## src/rtl/block_hit_ctrl_if.sv

```systemverilog
// Ball-hit query handshake between the physics logic (master) and block_hit_ctrl (slave).
interface block_hit_ctrl_if;
  logic       hit_req;
  logic [3:0] hit_row;
  logic [3:0] hit_col;
  logic       hit_ready;
  logic       hit_done;
  logic       hit_block;

  modport master (
    output hit_req, hit_row, hit_col,
    input  hit_ready, hit_done, hit_block
  );

  modport slave (
    input  hit_req, hit_row, hit_col,
    output hit_ready, hit_done, hit_block
  );
endinterface

```

## src/rtl/block_hit_ctrl.sv

```systemverilog
// Sequencer driving block_state: seeks the target row, tests/clears one bit, reports hit/miss.
// Optional remaining-block counter and level_clear enabled by defining BLOCK_HIT_COUNT_EN.
module block_hit_ctrl #(
  parameter int NUM_ROWS       = 15,
  parameter int INITIAL_BLOCKS = 91
) (
  input  logic                   clk,
  input  logic                   nRst,
  block_hit_ctrl_if.slave        hit,
  output logic [6:0]             blocks_left,
  output logic                   level_clear,
  input  logic [12:0]            line,
  output logic [12:0]            new_line,
  output logic                   write_line,
  output logic                   next_line
);

  typedef enum logic [1:0] {IDLE, SEEK, CHECK} state_t;

  localparam logic [3:0] LAST_ROW = 4'(NUM_ROWS - 1);

  state_t      state, state_nxt;
  logic [3:0]  cur_row;
  logic [3:0]  tgt_row;
  logic [3:0]  tgt_col;
  logic        tgt_oor;
  logic        accept;
  logic        in_range;
  logic        blk;
  logic [12:0] col_mask;

  assign accept   = hit.hit_req && (state == IDLE);
  assign in_range = ({1'b0, hit.hit_row} < 5'(NUM_ROWS)) && (hit.hit_col <= 4'd12);
  // A column beyond 12 shifts the mask to zero, so no bit can be read or cleared.
  assign col_mask = 13'd1 << tgt_col;

  always_ff @(posedge clk or negedge nRst) begin
    if (!nRst) state <= IDLE;
    else       state <= state_nxt;
  end

  always_comb begin
    state_nxt = state;
    unique case (state)
      IDLE:    if (accept) state_nxt = in_range ? SEEK : CHECK;
      SEEK:    if (cur_row == tgt_row) state_nxt = CHECK;
      CHECK:   state_nxt = IDLE;
      default: state_nxt = IDLE;
    endcase
  end

  always_comb begin
    hit.hit_ready = 1'b0;
    hit.hit_done  = 1'b0;
    blk           = 1'b0;
    write_line    = 1'b0;
    next_line     = 1'b0;
    new_line      = 13'd0;
    unique case (state)
      IDLE: hit.hit_ready = 1'b1;
      SEEK: next_line     = (cur_row != tgt_row);
      CHECK: begin
        hit.hit_done = 1'b1;
        blk          = !tgt_oor && |(line & col_mask);
        write_line   = blk;
        new_line     = blk ? (line & ~col_mask) : line;
      end
      default: ;
    endcase
  end

  assign hit.hit_block = blk;

  // cur_row shadows block_state's rotation pointer; both reset together on nRst.
  always_ff @(posedge clk or negedge nRst) begin
    if (!nRst) begin
      cur_row <= 4'd0;
      tgt_row <= 4'd0;
      tgt_col <= 4'd0;
      tgt_oor <= 1'b0;
    end else begin
      if (next_line) cur_row <= (cur_row == LAST_ROW) ? 4'd0 : cur_row + 4'd1;
      if (accept) begin
        tgt_row <= hit.hit_row;
        tgt_col <= hit.hit_col;
        tgt_oor <= !in_range;
      end
    end
  end

`ifdef BLOCK_HIT_COUNT_EN
  logic [6:0] left_cnt;

  always_ff @(posedge clk or negedge nRst) begin
    if (!nRst)                         left_cnt <= 7'(INITIAL_BLOCKS);
    else if (blk && left_cnt != 7'd0)  left_cnt <= left_cnt - 7'd1;
  end

  assign blocks_left = left_cnt;
  assign level_clear = (left_cnt == 7'd0);
`else
  assign blocks_left = 7'd0;
  assign level_clear = 1'b0;
`endif

endmodule

```

## src/flat_wrapper.sv

```systemverilog
// flat-port wrapper written by rule: the top's interface ports become plain ports
module block_hit_ctrl_flat 
#(
  parameter int NUM_ROWS       = 15,
  parameter int INITIAL_BLOCKS = 91
)
  (clk, nRst, blocks_left, level_clear, line, new_line, write_line, next_line, hit_hit_req, hit_hit_row, hit_hit_col, hit_hit_ready, hit_hit_done, hit_hit_block);
  block_hit_ctrl_if hit_i ();
  input  logic clk;
  input  logic nRst;
  output logic [6:0] blocks_left;
  output logic level_clear;
  input  logic [12:0] line;
  output logic [12:0] new_line;
  output logic write_line;
  output logic next_line;
  input wire logic [$bits(hit_i.hit_req)-1:0] hit_hit_req;
  input wire logic [$bits(hit_i.hit_row)-1:0] hit_hit_row;
  input wire logic [$bits(hit_i.hit_col)-1:0] hit_hit_col;
  output wire logic [$bits(hit_i.hit_ready)-1:0] hit_hit_ready;
  output wire logic [$bits(hit_i.hit_done)-1:0] hit_hit_done;
  output wire logic [$bits(hit_i.hit_block)-1:0] hit_hit_block;
  assign hit_i.hit_req = hit_hit_req;
  assign hit_i.hit_row = hit_hit_row;
  assign hit_i.hit_col = hit_hit_col;
  assign hit_hit_ready = hit_i.hit_ready;
  assign hit_hit_done = hit_i.hit_done;
  assign hit_hit_block = hit_i.hit_block;
  block_hit_ctrl #(.NUM_ROWS(NUM_ROWS), .INITIAL_BLOCKS(INITIAL_BLOCKS)) u_core (.clk(clk), .nRst(nRst), .hit(hit_i), .blocks_left(blocks_left), .level_clear(level_clear), .line(line), .new_line(new_line), .write_line(write_line), .next_line(next_line));
endmodule
```

## config.mk

```make
export PLATFORM = sky130hd
export DESIGN_NAME = block_hit_ctrl_flat
export DESIGN_NICKNAME = d
export VERILOG_FILES = /design/src/rtl/block_hit_ctrl_if.sv /design/src/rtl/block_hit_ctrl.sv /design/src/flat_wrapper.sv
export SDC_FILE = /design/constraint.sdc
export NUM_CORES = 1
export LEC_CHECK = 0
export CORE_ASPECT_RATIO = 1.2
export CORE_MARGIN = 2
export CORE_UTILIZATION = 38
export CTS_CLUSTER_DIAMETER = 40
export DETAILED_ROUTE_END_ITERATION = 10
export GPL_TIMING_DRIVEN = 0
export PLACE_DENSITY_LB_ADDON = 0.12
export SLEW_MARGIN = 5
export SYNTH_ARGS = -nofsm -noshare
export SYNTH_HDL_FRONTEND = slang
export SYNTH_SLANG_ARGS = --single-unit
```

## constraint.sdc

```tcl
create_clock -name clk -period 2.2 [get_ports clk]
set_clock_uncertainty 0.2 [all_clocks]
set_input_delay 0.44 -clock clk [delete_from_list [all_inputs] [get_ports clk]]
set_output_delay 0.44 -clock clk [all_outputs]
set_load 0.02 [all_outputs]
```

==> results.json, run 1 <==
{
  "htreeDepth": 1,
  "initial_core_util_pct": 39.5,
  "die_y_um": 65.4,
  "leakagePower_nw": 0.925,
  "internal-power_w": 0.00158,
  "cts_root_buf": "clkbuf_4",
  "ys_top_cells_by_area": "dfrtp_1 (31%), mux2_2 (9.4%), buf_4 (6.3%), nand2_1 (6.3%), a31oi_1 (4.2%)",
  "seq_area_frac_synth_pct": 31.4,
  "synthCells": 135,
  "critPathArrivalTime_ns": 2.06,
  "combPwrFrac_pct": 74.4,
  "clkTransAtPathRegs_ns": 0.09,
  "maxSlewViolCount": 0,
  "swShare_pct": 47.2,
  "cts_made_buffers": 3,
  "drc_errors": 0,
  "ant_nets": 0,
  "synth-seq-cells": 15,
  "whs_path_depth": 1,
  "cts_buffer_depth": 2,
  "switchingPower_w": 0.00142,
  "cap_violations": 0,
  "endpoint_kind": "output pin",
  "p_seq_share_pct": 20.4,
  "hold_class": "reg -> reg",
  "wirelength_mm": 4.09,
  "grt-ovfl-total": 0,
  "max_stage_delay_ns": 0.44,
  "rr_worst_depth": 5,
  "ys_warn_count": 0,
  "clock_latency_ns": 0.28,
  "fin_crit_sh_pct": 123,
  "antenna_cells": 0,
  "wl_per_cell_um": 16.6,
  "p_per_area_nw_per_um2": 1350,
  "r2r-end": "u_core.cur_row[3]",
  "max_freq_ghz": 0.370,
  "holdPathEnd": "u_core.state[1]",
  "yosysTopAreaCellShare_pct": 31.4,
  "fp.dieW_um": 55.2,
  "async_reset_ff_share_pct": 100,
  "final.setup.tns_ns": -5.86,
  "worstPathRequired_ns": 1.56,
  "clockPowerShare_pct": 5.2,
  "dieArea_um2": 3610,
  "portBuffers": 41,
  "synth_edf_count": 0,
  "worstSetupStartpointType": "primary input",
  "cts_hold_buf": 0,
  "syn_area_per_cell_um2": 8.85,
  "antenna_found_initial": 0,
  "hold_ws_ns": 0.294,
  "vias": 1351,
  "ioPinCount": 50,
  "violations": "setup timing",
  "grt_max_degree": 16,
  "drt_pass1_iterations": 4,
  "crit_type": "in -> out",
  "rsz0062_at_grt": "true",
  "grt_pass1_wl_mm": 6.05,
  "hold_violations": 0,
  "nets": 235,
  "syn_area_um2": 1190,
  "drt-vias-per-instance": 5.49,
  "timing.rr.start": "u_core.cur_row[2]",
  "status": "finished with violations",
  "grt_usage_pct": 23.1,
  "dp_slack_ns": -1.19,
  "grt_pass1_vias": 1372,
  "clock_sinks": 15,
  "max-slew-margin-rel_pct": 54.0,
  "cts_tree": "done",
  "hp-start": "u_core.state[1]",
  "core_area_um2": 3030,
  "cp_slowest_cell": "clkdlybuf4s50_1",
  "synth_cell_types": 43,
  "rows": 22,
  "irDropWorstVdd_mv": 1.31,
  "final_util_pct": 73.3,
  "period_needed_ns": 2.70,
  "finalWorstSetupSlack_ns": -0.503,
  "drt_iter0_markers": 20,
  "tightest_slew_ns": 0.687,
  "cp_max_fo": 3,
  "synth_top_flop_cell": "dfrtp_1",
  "crit_chain": "clkdlybuf4s50_1 > mux2_4 > a32oi_4 > o211ai_1 > buf_4 > a31oi_4 > buf_6",
  "synth.most_common_cell": "nand2_1",
  "syn_to_final_growth_pct": 85.8,
  "drive_above_1_share_pct": 51.4,
  "rrSetupSlack_ns": 0.29,
  "synth_common_cells": "nand2_1 (20), dfrtp_1 (15), buf_4 (10), mux2_2 (10), a31oi_1 (8)",
  "yosys.area.top_type": "dfrtp_1",
  "setup_viol": 15,
  "place.gp.congestion": 0.811,
  "hpwl_mm": 2.73
}
-- worst max path at each step --
stage                  end  slack (ns)  cells past startpoint              start
2_1_floorplan  new_line[0]       -0.13                      5  u_core.tgt_col[2]
3_3_place_gp   new_line[3]       -1.16                      6            line[2]
3_5_place_dp   new_line[2]       -1.19                      6            line[6]
4_1_cts        new_line[3]       -0.50                      7  u_core.tgt_col[2]
5_1_grt        new_line[0]       -0.57                      7  u_core.tgt_col[2]
6_report       new_line[3]       -0.50                      7            line[0]
-- worst max-delay path, delay by kind of cell --
family / cells / cell delay [ns]
buf+inv: 3 / 0.78
compound gates: 3 / 0.54
mux: 1 / 0.30
-- sequential cells by signal (all words and copies together), names as in the netlist --
register	cells
u_core.cur_row	4
u_core.tgt_col	4
u_core.tgt_row	4
u_core.state	2
u_core.tgt_oor	1
-- placed cells by master, fill, tap and decap left out, types with 3 or more instances in the layout --
cell type,n
a31oi_4,6
buf_4,35
buf_6,14
clkbuf_4,4
clkdlybuf4s50_1,16
conb_1,8
dfrtp_1,9
dfrtp_2,6
dlygate4sd2_1,9
inv_1,3
mux2_2,7
mux2_4,3
nand2_1,20
nand2b_1,3
nor2_1,3
o21ai_0,6
-- cells by family (layout without fill, tap and decap cells) --
kind of cell | count (synthesis) | count (layout) | share of synthesized area [%]
buffers and inverters | 20 | 88 | 9.63
and+or+nand+nor | 49 | 49 | 21.6
xor gates and xnor gates | 4 | 4 | 3.56
muxes | 12 | 12 | 11.1
other | 1 | 8 | 0.314
AOI/OAI and AO/OA | 34 | 34 | 22.4
DFF | 15 | 15 | 31.4
-- cell type report --
class,count,area [µm²]
fillers,209,808
clock inverters,1,5.00
flip-flops and latches,15,383
clock buffers,3,22.5
multi-input cells,107,1030
plain buffers,15,129
well taps,36,45.0
inverters,4,18.8
repair buffers,65,586
-- stage by stage --
step	cell area [µm²]	std cells	total power, W
after floorplan	1350	142	0.00166
after global placement	1800	219	0.00202
after detailed placement	1800	219	0.00206
after CTS	2130	243	0.00277
after global routing	2220	246	0.00317
final	2220	246	0.00300
-- metal layers --
layer / up-vias / global-route usage [%] / part of all wire, %
li1: 631 / - / -
met1: 653 / 23.0 / 37
met2: 56 / 44.0 / 55
met3: 11 / 2.95 / 4.9
met4: 0 / 11.0 / 3.0
met5: - / 0 / 0
-- repair_timing --
item                                    4_1_cts  5_1_grt
gates cloned                                  1        0
endpoints found under the setup margin       17       16
gates resized for setup                     130       19
pin swaps                                    14       11
setup buffers                                20        3
-- power by group through the flow --
stage	combinational [W]	clock, W	sequential (W)
CTS	0.00204	0.000164	0.000567
global route	0.00236	0.000176	0.000631
finish	0.00223	0.000156	0.000613
floorplan	0.00114	0	0.000521
global placement	0.00147	0	0.000550
detailed placement	0.00151	0	0.000555
No activity file was read; power rests on OpenSTA's default activity.
==> inputs of run 2 (changes only) <==
--- a/config.mk
+++ b/config.mk
@@ -12,6 +12,7 @@
 export DETAILED_ROUTE_END_ITERATION = 10
 export GPL_TIMING_DRIVEN = 0
 export PLACE_DENSITY_LB_ADDON = 0.12
+export SETUP_SLACK_MARGIN = 0.02
 export SLEW_MARGIN = 5
 export SYNTH_ARGS = -nofsm -noshare
 export SYNTH_HDL_FRONTEND = slang
==> run 2 against run 1 <==
Against the previous run: the flow still finishes with violations (setup timing); combinational power grew 4%; first-iteration DRC count up 120%; non-clock buffer count increased by 5; register-to-register slack got worse by 0.10 ns; worst hold slack lost 0.010 ns; sequential share of layout area down 0.39 points; critical path type is now reg -> out; final area rose by 0.96%; largest power group unchanged; sequential cell count did not move; via count up 0.67%.
==> results.json, run 2 (synthesis gave the netlist of run 1 again) <==
{
  "maxSlewViolCount": 0,
  "cp-endpoint": "new_line[1]",
  "drive_above_1_share_pct": 50.2,
  "tightest_slew_ns": 0.699,
  "clock_sinks": 15,
  "htreeDepth": 1,
  "drc_errors": 0,
  "initial_core_util_pct": 39.5,
  "cts_buffer_depth": 2,
  "critPathLaunch": "u_core.tgt_col[2]",
  "cts_made_buffers": 3,
  "cap_violations": 0,
  "dieArea_um2": 3610,
  "fp.dieW_um": 55.2,
  "drt_iter0_markers": 44,
  "final.setup.tns_ns": -5.85,
  "clkTransAtPathRegs_ns": 0.09,
  "rr_worst_depth": 6,
  "nets": 240,
  "cts_hold_buf": 0,
  "grt_pass1_wl_mm": 5.97,
  "grt_max_degree": 16,
  "worstSetupStartpointType": "register",
  "wirelength_mm": 4.13,
  "endpoint_kind": "output pin",
  "rrSetupSlack_ns": 0.19,
  "worstPathRequired_ns": 1.56,
  "ioPinCount": 50,
  "drt_pass1_iterations": 4,
  "die_y_um": 65.4,
  "grt_usage_pct": 22.8,
  "leakagePower_nw": 0.968,
  "fin_crit_sh_pct": 124,
  "hold_violations": 0,
  "final_common_cell": "buf_4",
  "clock_latency_ns": 0.29,
  "drt-vias-per-instance": 5.42,
  "rows": 22,
  "syn_to_final_growth_pct": 87.5,
  "antenna_cells": 0,
  "antenna_found_initial": 0,
  "irDropWorstVdd_mv": 0.915,
  "status": "finished with violations",
  "critPathArrivalTime_ns": 2.09,
  "top_regs": "u_core.cur_row x4, u_core.tgt_col x4, u_core.tgt_row x4",
  "crit_type": "reg -> out",
  "p_per_area_nw_per_um2": 1360,
  "violations": "setup timing",
  "grt-ovfl-total": 0,
  "grt_pass1_vias": 1370,
  "cp_max_fo": 4,
  "portBuffers": 41,
  "setup_viol": 14,
  "rsz0062_at_grt": "true",
  "core_area_um2": 3030,
  "r2r-end": "u_core.cur_row[3]",
  "hold_class": "reg -> reg",
  "hpwl_mm": 2.56,
  "finalWorstSetupSlack_ns": -0.532,
  "power_w": 0.00305,
  "vias": 1360,
  "cts_tree": "done",
  "ant_nets": 0,
  "cts_root_buf": "clkbuf_4",
  "place.gp.congestion": 0.819,
  "wl_per_cell_um": 16.4,
  "max_freq_ghz": 0.366,
  "layout_common_cells": "buf_4 (39), nand2_1 (20), buf_6 (17), clkdlybuf4s50_1 (16), dfrtp_1 (13)",
  "max-slew-margin-rel_pct": 53.3,
  "timing.rr.start": "u_core.cur_row[2]",
  "period_needed_ns": 2.73
}
run 2: changes by cell type in the layout (fill, tap and decap cells not counted), sizes merged:
cell           previous run  this run
dlygate4sd2               9         8
buf                      50        56
clkdlybuf4s15             1         0
dlymetal6s2s              0         1
run 2: worst max-delay path, cell delays in order, from the launching register on:
cell	delay, ns
dfrtp_1	0.42
buf_6	0.14
mux2_4	0.31
a32oi_4	0.25
o211ai_1	0.21
buf_4	0.20
a31oi_4	0.13
buf_6	0.14
run 2: how the worst min path moves through the flow:
stage / start / end / slack, ns / depth (start not counted)
after global routing: u_core.state[1] / u_core.state[1] / 0.30 / 1
final: u_core.state[1] / u_core.state[1] / 0.28 / 1
after CTS: u_core.state[1] / u_core.state[1] / 0.29 / 1
after floorplan: nRst / u_core.cur_row[0] / -0.06 / 0
after detailed placement: u_core.state[1] / u_core.state[1] / 0.26 / 1
after global placement: u_core.state[1] / u_core.state[1] / 0.25 / 1
run 2: timing repair:
item / 4_1_cts / 5_1_grt
endpoints found under the setup margin: 17 / 17
resized for setup: 136 / 11
pin swaps: 14 / 12
buffers inserted: 22 / 6
run 2: per-layer routing:
| layer | part of all wire [%] | GRT usage, % | up-vias |
|---|---|---|---|
| met5 | 0 | 0 | - |
| met4 | 1.2 | 8.54 | 0 |
| met3 | 6.0 | 2.73 | 6 |
| met2 | 56 | 44.8 | 64 |
| met1 | 37 | 22.9 | 652 |
| li1 | - | - | 638 |
run 2: per-stage QoR:
step | instance area [µm²] | setup WS (ns) | utilization, % | hold slack (ns) | cells
floorplan | 1360 | -0.132 | - | -0.0556 | 142
global placement | 1820 | -1.22 | 60.0 | 0.248 | 219
detailed placement | 1820 | -1.24 | 60.0 | 0.261 | 219
CTS | 2170 | -0.552 | 71.5 | 0.291 | 245
global route | 2240 | -0.589 | 74.0 | 0.302 | 251
finish | 2240 | -0.532 | 74.0 | 0.284 | 251
run 2: cell type report:
type,count,area [µm²]
clock buffer,3,22.5
fill,218,787
buffer,16,138
timing repair buffer,69,622
tap,36,45.0
sequential,15,378
clock inverter,1,5.00
multi-input combinational,107,1010
inverter,4,18.8
run 2: power by group:
part	switching [W]	total (W)	internal (W)
Clock	0.0000960	0.000164	0.0000677
Combinational	0.00118	0.00232	0.00114
Sequential	0.000146	0.000564	0.000418
==> inputs of run 3 (changes only) <==
--- a/config.mk
+++ b/config.mk
@@ -13,6 +13,7 @@
 export GPL_TIMING_DRIVEN = 0
 export PLACE_DENSITY_LB_ADDON = 0.12
 export SETUP_SLACK_MARGIN = 0.02
+export SKIP_CTS_REPAIR_TIMING = 1
 export SLEW_MARGIN = 5
 export SYNTH_ARGS = -nofsm -noshare
 export SYNTH_HDL_FRONTEND = slang
==> run 3 against run 2 <==
Against the previous run: the run still ends with setup timing left; via count down 4.4%; worst hold slack improved by 0.0043 ns; sequential share of layout area rose by 0.99 points; combinational power down 13%; non-clock buffer count down 11; core utilization fell by 4.3 points; register-to-register slack improved by 0.10 ns; critical path type unchanged; largest power group unchanged; highest routed layer unchanged.
==> results.json, run 3 (synthesis gave the netlist of run 1 again) <==
{
  "grt_pass1_vias": 1144,
  "status": "finished with violations",
  "cap_violations": 0,
  "layout_common_cells": "buf_4 (26), clkdlybuf4s50_1 (21), nand2_1 (20), buf_6 (15), dfrtp_1 (14)",
  "layout.cells.non_filler": 240,
  "clock_sinks": 15,
  "finalInstanceArea_um2": 2110,
  "antenna_found_initial": 0,
  "antenna_cells": 0,
  "drc_errors": 0,
  "maxSlewViolCount": 0,
  "worstSetupStartpointType": "register",
  "grt-ovfl-total": 0,
  "endpoint_kind": "output pin",
  "grt_max_degree": 16,
  "period_needed_ns": 2.82,
  "final_common_cell": "buf_4",
  "vias": 1300,
  "cts_root_buf": "clkbuf_4",
  "crit_chain": "buf_6 > mux2_4 > a32oi_4 > o211ai_1 > buf_4 > a31oi_2 > buf_4",
  "hpwl_mm": 2.56,
  "clockPowerShare_pct": 5.9,
  "die_y_um": 65.4,
  "p_per_area_nw_per_um2": 1320,
  "rows": 22,
  "violations": "setup timing",
  "drive_above_1_share_pct": 44.1,
  "ant_nets": 0,
  "wirelength_mm": 3.83,
  "finalWorstSetupSlack_ns": -0.621,
  "dpl.cell_count": 219,
  "irDropWorstVdd_mv": 0.981,
  "nets": 229,
  "cts_tree": "done",
  "power_w": 0.00278,
  "crit_type": "reg -> out",
  "internal-power_w": 0.00146,
  "core_area_um2": 3030,
  "critical_path.top_delay_family": "compound AO/OA/AOI/OAI gates",
  "cp_max_fo": 5,
  "rsz0062_at_grt": "true",
  "initial_core_util_pct": 39.5,
  "switchingPower_w": 0.00133,
  "worstPathRequired_ns": 1.56,
  "p_seq_share_pct": 21.4,
  "hold_class": "reg -> reg",
  "portBuffers": 41,
  "max-slew-margin-rel_pct": 53.1,
  "clkTransAtPathRegs_ns": 0.10,
  "wl_per_cell_um": 16.0,
  "cts_buffer_depth": 2,
  "fin_crit_sh_pct": 128,
  "combPwrFrac_pct": 72.6,
  "max_stage_delay_ns": 0.43,
  "swShare_pct": 47.6,
  "place.gp.congestion": 0.819,
  "htreeDepth": 1,
  "drt_iter0_markers": 17,
  "path_buf_inv": 3,
  "fill_cells": 245,
  "critPathArrivalTime_ns": 2.18,
  "fp.dieW_um": 55.2,
  "drt-vias-per-instance": 5.42,
  "dieArea_um2": 3610,
  "cp_slowest_cell": "dfrtp_1",
  "drt_pass1_iterations": 4,
  "cts_made_buffers": 3,
  "clock_latency_ns": 0.29,
  "cp_common_cell": "buf_4",
  "syn_to_final_growth_pct": 76.5,
  "max_freq_ghz": 0.355,
  "setup_viol": 16,
  "placed_area_um2": 1820,
  "top_regs": "u_core.cur_row x4, u_core.tgt_col x4, u_core.tgt_row x4",
  "seqCellArea_um2": 377,
  "ioPinCount": 50,
  "tightest_slew_ns": 0.701,
  "grt_usage_pct": 18.7,
  "hold_violations": 0,
  "leakagePower_nw": 0.947,
  "grt_pass1_wl_mm": 5.02,
  "multi_input_area_um2": 970,
  "final_util_pct": 69.7
}
## run 3: changes by cell type in the layout (fill, tap and decap cells not counted), moves of 2 or more
cell             previous run  this run
buf_4                      39        26
dlygate4sd2_1               8         0
clkdlybuf4s50_1            16        21
dlymetal6s2s_1              1         5
buf_2                       0         3
buf_6                      17        15
nor2_4                      2         0
## run 3: power groups by stage
| stage | Sequential, W | Clock (W) | Combinational, W |
|---|---|---|---|
| 4_1_cts | 0.000554 | 0.000168 | 0.00150 |
| 3_5_place_dp | 0.000560 | 0 | 0.00150 |
| 6_report | 0.000596 | 0.000165 | 0.00202 |
| 3_3_place_gp | 0.000552 | 0 | 0.00148 |
| 2_1_floorplan | 0.000522 | 0 | 0.00115 |
| 5_1_grt | 0.000609 | 0.000176 | 0.00216 |
## run 3: routing by layer
layer,share of wire (%),track usage [%],wire length (µm)
met1,38,20.6,1440
met2,55,35.1,2100
met3,4.6,2.27,178
met4,3.0,6.40,114
met5,0,0,0
## run 3: worst paths after layout
check                      cells past startpoint                end  slack, ns               from
max reg2reg                                    5  u_core.cur_row[3]       0.29  u_core.cur_row[2]
max in group asynchronous                      1  u_core.tgt_col[1]       0.95               nRst
min reg2reg                                    1    u_core.state[1]       0.29    u_core.state[1]
max                                            7        new_line[0]      -0.62  u_core.tgt_col[2]
min                                            1    u_core.state[1]       0.29    u_core.state[1]
min in group asynchronous                      1  u_core.tgt_row[0]       0.36               nRst
## run 3: final cells by class
class | instances | area share [%]
Clock buffer | 3 | 1.07
Multi-Input combinational cell | 107 | 46.0
Clock inverter | 1 | 0.237
Tap cell | 36 | 2.14
Sequential cell | 15 | 17.9
Buffer | 16 | 6.11
Inverter | 4 | 0.712
Timing Repair Buffer | 58 | 25.9
## run 3: per-stage QoR
step                      setup WS [ns]  hold slack (ns)  TNS [ns]
after CTS                         -1.25            0.277    -17.57
final                            -0.621            0.288     -6.95
after floorplan                  -0.132          -0.0556    -0.876
after detailed placement          -1.24            0.261    -16.07
after global placement            -1.22            0.248    -15.82
after global routing             -0.728            0.302     -8.25
## run 3: worst reg2reg max path: cells and delay by family (launching register included)
kind | cells | cell delay (ns)
xor gates and xnor gates | 1 | 0.33
AOI/OAI and AO/OA | 1 | 0.16
buffers and inverters | 1 | 0.16
and+or+nand+nor | 2 | 0.57
DFF | 1 | 0.45
